## src/rtl/bpred_perceptron_train.sv

```systemverilog
// Perceptron training stage: accepts a resolved-branch record, fetches its weight row,
// nudges each of the NW weights by t*x with saturation (one per cycle), then writes the row back.
module bpred_perceptron_train #(
  parameter int NW    = 8,
  parameter int WW    = 9,
  parameter int IDXW  = 8,
  parameter int ROWS  = 228,
  parameter int THETA = 27,
  parameter int WMAX  = 255
) (
  input  logic              fire,
  input  logic              rst,
  input  logic              i_resValid,
  output logic              o_resReady,
  input  logic              i_resTaken,
  input  logic              i_resPredTaken,
  input  logic [11:0]       i_resSum_12,
  input  logic [IDXW-1:0]   i_resIdx_8,
  input  logic [NW-2:0]     i_resHist_7,
  output logic [IDXW-1:0]   o_rdIdx_8,
  input  logic [NW*WW-1:0]  i_weightRow_72,
  output logic              o_wrValid,
  output logic [IDXW-1:0]   o_wrIdx_8,
  output logic [NW*WW-1:0]  o_wrRow_72,
  output logic              o_busy,
  output logic [15:0]       o_trainCount_16,
  output logic [7:0]        o_errCount_8
);

  localparam int KW = (NW > 1) ? $clog2(NW) : 1;
  localparam logic signed [WW:0] W_HI  = (WW+1)'(WMAX);
  localparam logic signed [WW:0] W_LO  = -W_HI;
  localparam logic signed [WW:0] W_ONE = (WW+1)'(1);

  typedef enum logic [1:0] {IDLE, FETCH, UPDATE, WRITE} state_t;

  state_t            state_reg, state_next;
  logic [KW-1:0]     k_reg;
  logic [IDXW-1:0]   idx_reg;
  logic              taken_reg;
  logic [NW-2:0]     hist_reg;
  logic [NW*WW-1:0]  row_reg;
  logic [NW*WW-1:0]  row_upd;
  logic [IDXW-1:0]   rd_idx_reg;
  logic [IDXW-1:0]   wr_idx_reg;
  logic [NW*WW-1:0]  wr_row_reg;
  logic [15:0]       train_cnt_reg;
  logic [7:0]        err_cnt_reg;

  logic              accept;
  logic              idx_ok;
  logic              train;
  logic [12:0]       sum_ext;
  logic [12:0]       sum_abs;
  logic              k_last;

  // 13-bit magnitude so that -2048 maps to +2048 rather than wrapping
  assign sum_ext = {i_resSum_12[11], i_resSum_12};
  assign sum_abs = sum_ext[12] ? (~sum_ext + 13'd1) : sum_ext;
  assign accept  = i_resValid && (state_reg == IDLE);
  assign idx_ok  = 32'(i_resIdx_8) < ROWS;
  assign train   = (i_resTaken != i_resPredTaken) || (sum_abs <= 13'(THETA));
  assign k_last  = (k_reg == KW'(NW-1));

  // Serial weight datapath: x_vec bit 0 is the always-on bias input
  logic [NW-1:0]           x_vec;
  logic signed [WW-1:0]    w_arr [NW];
  logic signed [WW-1:0]    w_sel;
  logic signed [WW:0]      w_wide;
  logic signed [WW:0]      w_sum;
  logic signed [WW-1:0]    w_new;

  assign x_vec = {hist_reg, 1'b1};

  generate
    for (genvar gi = 0; gi < NW; gi++) begin : g_w
      assign w_arr[gi] = row_reg[gi*WW +: WW];
      assign row_upd[gi*WW +: WW] = (k_reg == KW'(gi)) ? w_new : row_reg[gi*WW +: WW];
    end
  endgenerate

  assign w_sel = w_arr[k_reg];

  always_comb begin
    w_wide = {w_sel[WW-1], w_sel};
    if (taken_reg == x_vec[k_reg]) w_sum = w_wide + W_ONE;
    else                           w_sum = w_wide - W_ONE;
    if (w_sum > W_HI)      w_new = WW'(WMAX);
    else if (w_sum < W_LO) w_new = WW'(-WMAX);
    else                   w_new = w_sum[WW-1:0];
  end

  always_ff @(posedge fire or posedge rst) begin
    if (rst) state_reg <= IDLE;
    else     state_reg <= state_next;
  end

  always_comb begin
    state_next = state_reg;
    o_resReady = 1'b0;
    o_busy     = 1'b1;
    o_wrValid  = 1'b0;
    case (state_reg)
      IDLE: begin
        o_resReady = 1'b1;
        o_busy     = 1'b0;
        if (accept && train && idx_ok) state_next = FETCH;
      end
      FETCH:  state_next = UPDATE;
      UPDATE: if (k_last) state_next = WRITE;
      WRITE: begin
        o_wrValid  = 1'b1;
        state_next = IDLE;
      end
      default: state_next = IDLE;
    endcase
  end

  always_ff @(posedge fire or posedge rst) begin
    if (rst) begin
      k_reg         <= '0;
      idx_reg       <= '0;
      taken_reg     <= 1'b0;
      hist_reg      <= '0;
      row_reg       <= '0;
      rd_idx_reg    <= '0;
      wr_idx_reg    <= '0;
      wr_row_reg    <= '0;
      train_cnt_reg <= '0;
      err_cnt_reg   <= '0;
    end else begin
      case (state_reg)
        IDLE: begin
          if (accept) begin
            idx_reg   <= i_resIdx_8;
            taken_reg <= i_resTaken;
            hist_reg  <= i_resHist_7;
            if (!idx_ok) begin
              if (err_cnt_reg != 8'hFF) err_cnt_reg <= err_cnt_reg + 8'd1;
            end else if (train) begin
              rd_idx_reg <= i_resIdx_8;
            end
          end
        end
        FETCH: begin
          row_reg <= i_weightRow_72;
          k_reg   <= '0;
        end
        UPDATE: begin
          row_reg <= row_upd;
          k_reg   <= k_reg + KW'(1);
          // Output registers load here so they are valid throughout the WRITE cycle
          if (k_last) begin
            wr_row_reg <= row_upd;
            wr_idx_reg <= idx_reg;
          end
        end
        WRITE: begin
          if (train_cnt_reg != 16'hFFFF) train_cnt_reg <= train_cnt_reg + 16'd1;
        end
        default: ;
      endcase
    end
  end

  assign o_rdIdx_8       = rd_idx_reg;
  assign o_wrIdx_8       = wr_idx_reg;
  assign o_wrRow_72      = wr_row_reg;
  assign o_trainCount_16 = train_cnt_reg;
  assign o_errCount_8    = err_cnt_reg;

endmodule

```

## config.mk

```make
export PLATFORM = sky130hd
export DESIGN_NAME = bpred_perceptron_train
export DESIGN_NICKNAME = d
export VERILOG_FILES = /design/src/rtl/bpred_perceptron_train.sv
export SDC_FILE = /design/constraint.sdc
export NUM_CORES = 1
export LEC_CHECK = 0
export ABC_AREA = 1
export CAP_MARGIN = 20
export CORE_UTILIZATION = 35
export CTS_CLUSTER_SIZE = 10
export DETAILED_ROUTE_END_ITERATION = 10
export HOLD_SLACK_MARGIN = 0.15
export PLACE_DENSITY = 0.59
export SLEW_MARGIN = 20
export SYNTH_ARGS = -nofsm -noshare
export SYNTH_HDL_FRONTEND = slang
export SYNTH_SLANG_ARGS = --single-unit
```

## constraint.sdc

```tcl
create_clock -name fire -period 9.6 [get_ports fire]
set_clock_uncertainty 0.15 [all_clocks]
set_input_delay 2.88 -clock fire [delete_from_list [all_inputs] [get_ports fire]]
set_output_delay 2.88 -clock fire [all_outputs]
set_load 0.05 [all_outputs]
```

==> out/metrics.cfg <==
[outcome]
status=complete, but fails checks
violations=DRC

[timing]
timing.hold.ws_ns=0.317
slew_viol_final=0
setup-violations-final=0
worstMarginPinSlew_ns=1.00
timing.final.ws_setup_ns=4.38
grt_setup_unrepaired=false
finalHoldViolations=0
fmax_mhz=192
fin_tns_setup_ns=0
relSlewSlack_pct=33.1
finalCritPeriodShare_pct=54.4
min_period_ns=5.22

[setup_path]
path_max_fanout=5
critPathKind=reg -> out
critPathSlowestCell=clkdlybuf4s50_1
crit_family=buffers and inverters
arrival_ns=2.19
crit_chain=inv_1 > ha_1 > inv_1 > clkdlybuf4s50_1
crit_top_cell=inv_1
cp.buffers_inverters=3
cp-end-kind=output port
start_kind=register
crit_required_ns=6.57
max_stage_delay_ns=0.82

[detailed_routing]
post-route-drc-count=14
postRouteAntennaNets=0
vias=10458
drtIter0Drc=911
routed_wirelength_microns=36400
drt-vias-per-instance=4.95
first_pass_iters=11
wl_per_cell_microns=17.2

[logic_synthesis]
syn_inst=1538
synth_top_area_share_pct=46.5
synth_cell_types=37
syn_avg_cell_area_sq_um=7.18
yosysSeqAreaShare_pct=46.5
synth_area_sq_mm=0.0110
yosys-top-cells-area=dfrtp_1 46%, nand2_1 21%, nor2_1 6.0%
yosys_most_used_dff=dfrtp_1
postSynth.asyncResetShare_pct=100
synth_edf_count=0
yosysTopAreaCell=dfrtp_1
ys_top_cells_by_count=616 x nand2_1, 205 x dfrtp_1, 177 x nor2_1, 107 x nand3_1, 76 x inv_1
synth_most_common_cell=nand2_1
synth_nets=1658
yosysWarnings=0
synth-seq-cells=205

[pwr]
pwr-share-clk_pct=14.1
seq_power_share_pct=23.3
power_frac_comb_pct=62.6
intPower_mw=2.56
ir_drop_uv=208
power_mw=5.74
switching_share_pct=55.4
leakagePower_nw=6.81
power.density_mw_per_mm2=407
switchingPower_mw=3.18

[floorplan]
row_count=64
fp.dieH_microns=180
io_pins=219
coreArea_sq_mm=0.0308
die_width_microns=180
die-area_sq_mm=0.0322
initial_core_util_pct=35.8

[layout]
instances_no_fill=2114
area_growth_pct=27.9
fin_util_pct=45.8
final_cell_area_sq_mm=0.0141
drive_gt1_share_pct=3.90
antennaDiodeCount=0
final_nets=1835

[global_routing]
grt_max_degree=138
grt_pass1_vias=9973
overflow=0
grt_first_pass_wirelength_microns=57600
gr-usage-all-layers_pct=22.5
antenna_found_initial=1

[cts]
clk_pin_slew_worst_paths_ns=0.06
clkSinkCount=205
htree_levels=1
post_cts_buffers=0
clk_latency_ns=0.52
cts_root_buf=clkbuf_16
cts_buffer_depth=3
cts_tree=yes
cts_resized=0
numCtsBuffers=24
ctsHoldBuffers=0

[place]
dpl.cell_count=2085
gp_congestion=0.880
numPortBuffers=218
pre_cts_ws_ns=4.27
dp_hpwl_microns=25500
dpl_cell_area_sq_mm=0.0135

[worst_hold_path]
worstHoldPathType=reg -> reg

[run]
maxCapViolations=0

[final cells by class]
type	count	area (sq um)
Sequential cell	205	5130
Tap cell	396	495
Multi-Input combinational cell	1172	5270
Timing Repair Buffer	225	2230
Fill cell	3097	16700
Clock buffer	29	651
Inverter	87	335
[cells by family (layout without fill, tap and decap cells)]
logic type	count (synthesis)	in the layout	share of synthesized area, %
fa+ha+maj	16	16	1.81
simple gates	930	930	33.8
mux	3	3	0.306
flops	205	205	46.5
compound gates	199	199	9.83
xor+xnor	24	24	1.90
buf+inv	161	341	5.87
[cells in the final DEF, fill, tap and decap left out, types with 2 or more instances in the layout]
master | Yosys | final
a21oi_1 | 27 | 27
a22oi_1 | 3 | 3
a31oi_1 | 25 | 25
buf_4 | 1 | 7
clkbuf_1 | 49 | 3
clkbuf_16 | 0 | 25
clkdlybuf4s50_1 | 0 | 218
dfrtp_1 | 205 | 205
ha_1 | 16 | 15
inv_1 | 76 | 74
inv_2 | 10 | 10
mux2_2 | 3 | 3
nand2_1 | 616 | 615
nand2_2 | 7 | 8
nand2_4 | 4 | 4
nand3_1 | 107 | 107
nand3_2 | 4 | 4
nand4_1 | 6 | 6
nor2_1 | 177 | 177
nor3_1 | 6 | 6
o211ai_1 | 4 | 4
o21a_1 | 2 | 2
o21ai_0 | 69 | 69
o21ai_1 | 57 | 57
o21bai_1 | 3 | 3
o221ai_1 | 3 | 3
o22ai_1 | 3 | 3
xnor2_1 | 11 | 11
xor2_1 | 13 | 13
[power groups by stage]
| stage | Combinational [mW] | Clock (mW) | Sequential (mW) |
|---|---|---|---|
| 3_5_place_dp | 3.58 | 0 | 1.34 |
| 3_3_place_gp | 3.56 | 0 | 1.34 |
| 6_report | 3.59 | 0.811 | 1.34 |
| 5_1_grt | 3.96 | 0.867 | 1.37 |
| 4_1_cts | 3.60 | 0.832 | 1.33 |
| 2_1_floorplan | 2.20 | 0 | 1.50 |
[routing by layer]
metal,part of all wire (%),track usage (%),vias to the layer above
met3,6.2,4.21,41
met2,46,36.1,278
met5,0,0,-
met4,1.7,4.69,0
li1,-,-,5242
met1,46,31.4,4897
[path summary, 6_finish.rpt]
check	start	to	slack [ns]	cells past startpoint
max reg2reg	k_reg[2]	o_wrRow_72[4]	4.99	24
min	idx_reg[2]	o_wrIdx_8[2]	0.32	2
min reg2reg	idx_reg[2]	o_wrIdx_8[2]	0.32	2
min in group asynchronous	rst	o_trainCount_16[2]	2.81	2
max	state_reg[1]	o_busy	4.38	4
max in group asynchronous	rst	o_wrRow_72[19]	4.99	3
[worst min-delay path, delay by kind of cell (launching register included)]
family / cells / cell delay [ns]
DFF: 1 / 0.34
and+or+nand+nor: 2 / 0.10
Note: power is estimated with default switching activity, not from simulation.
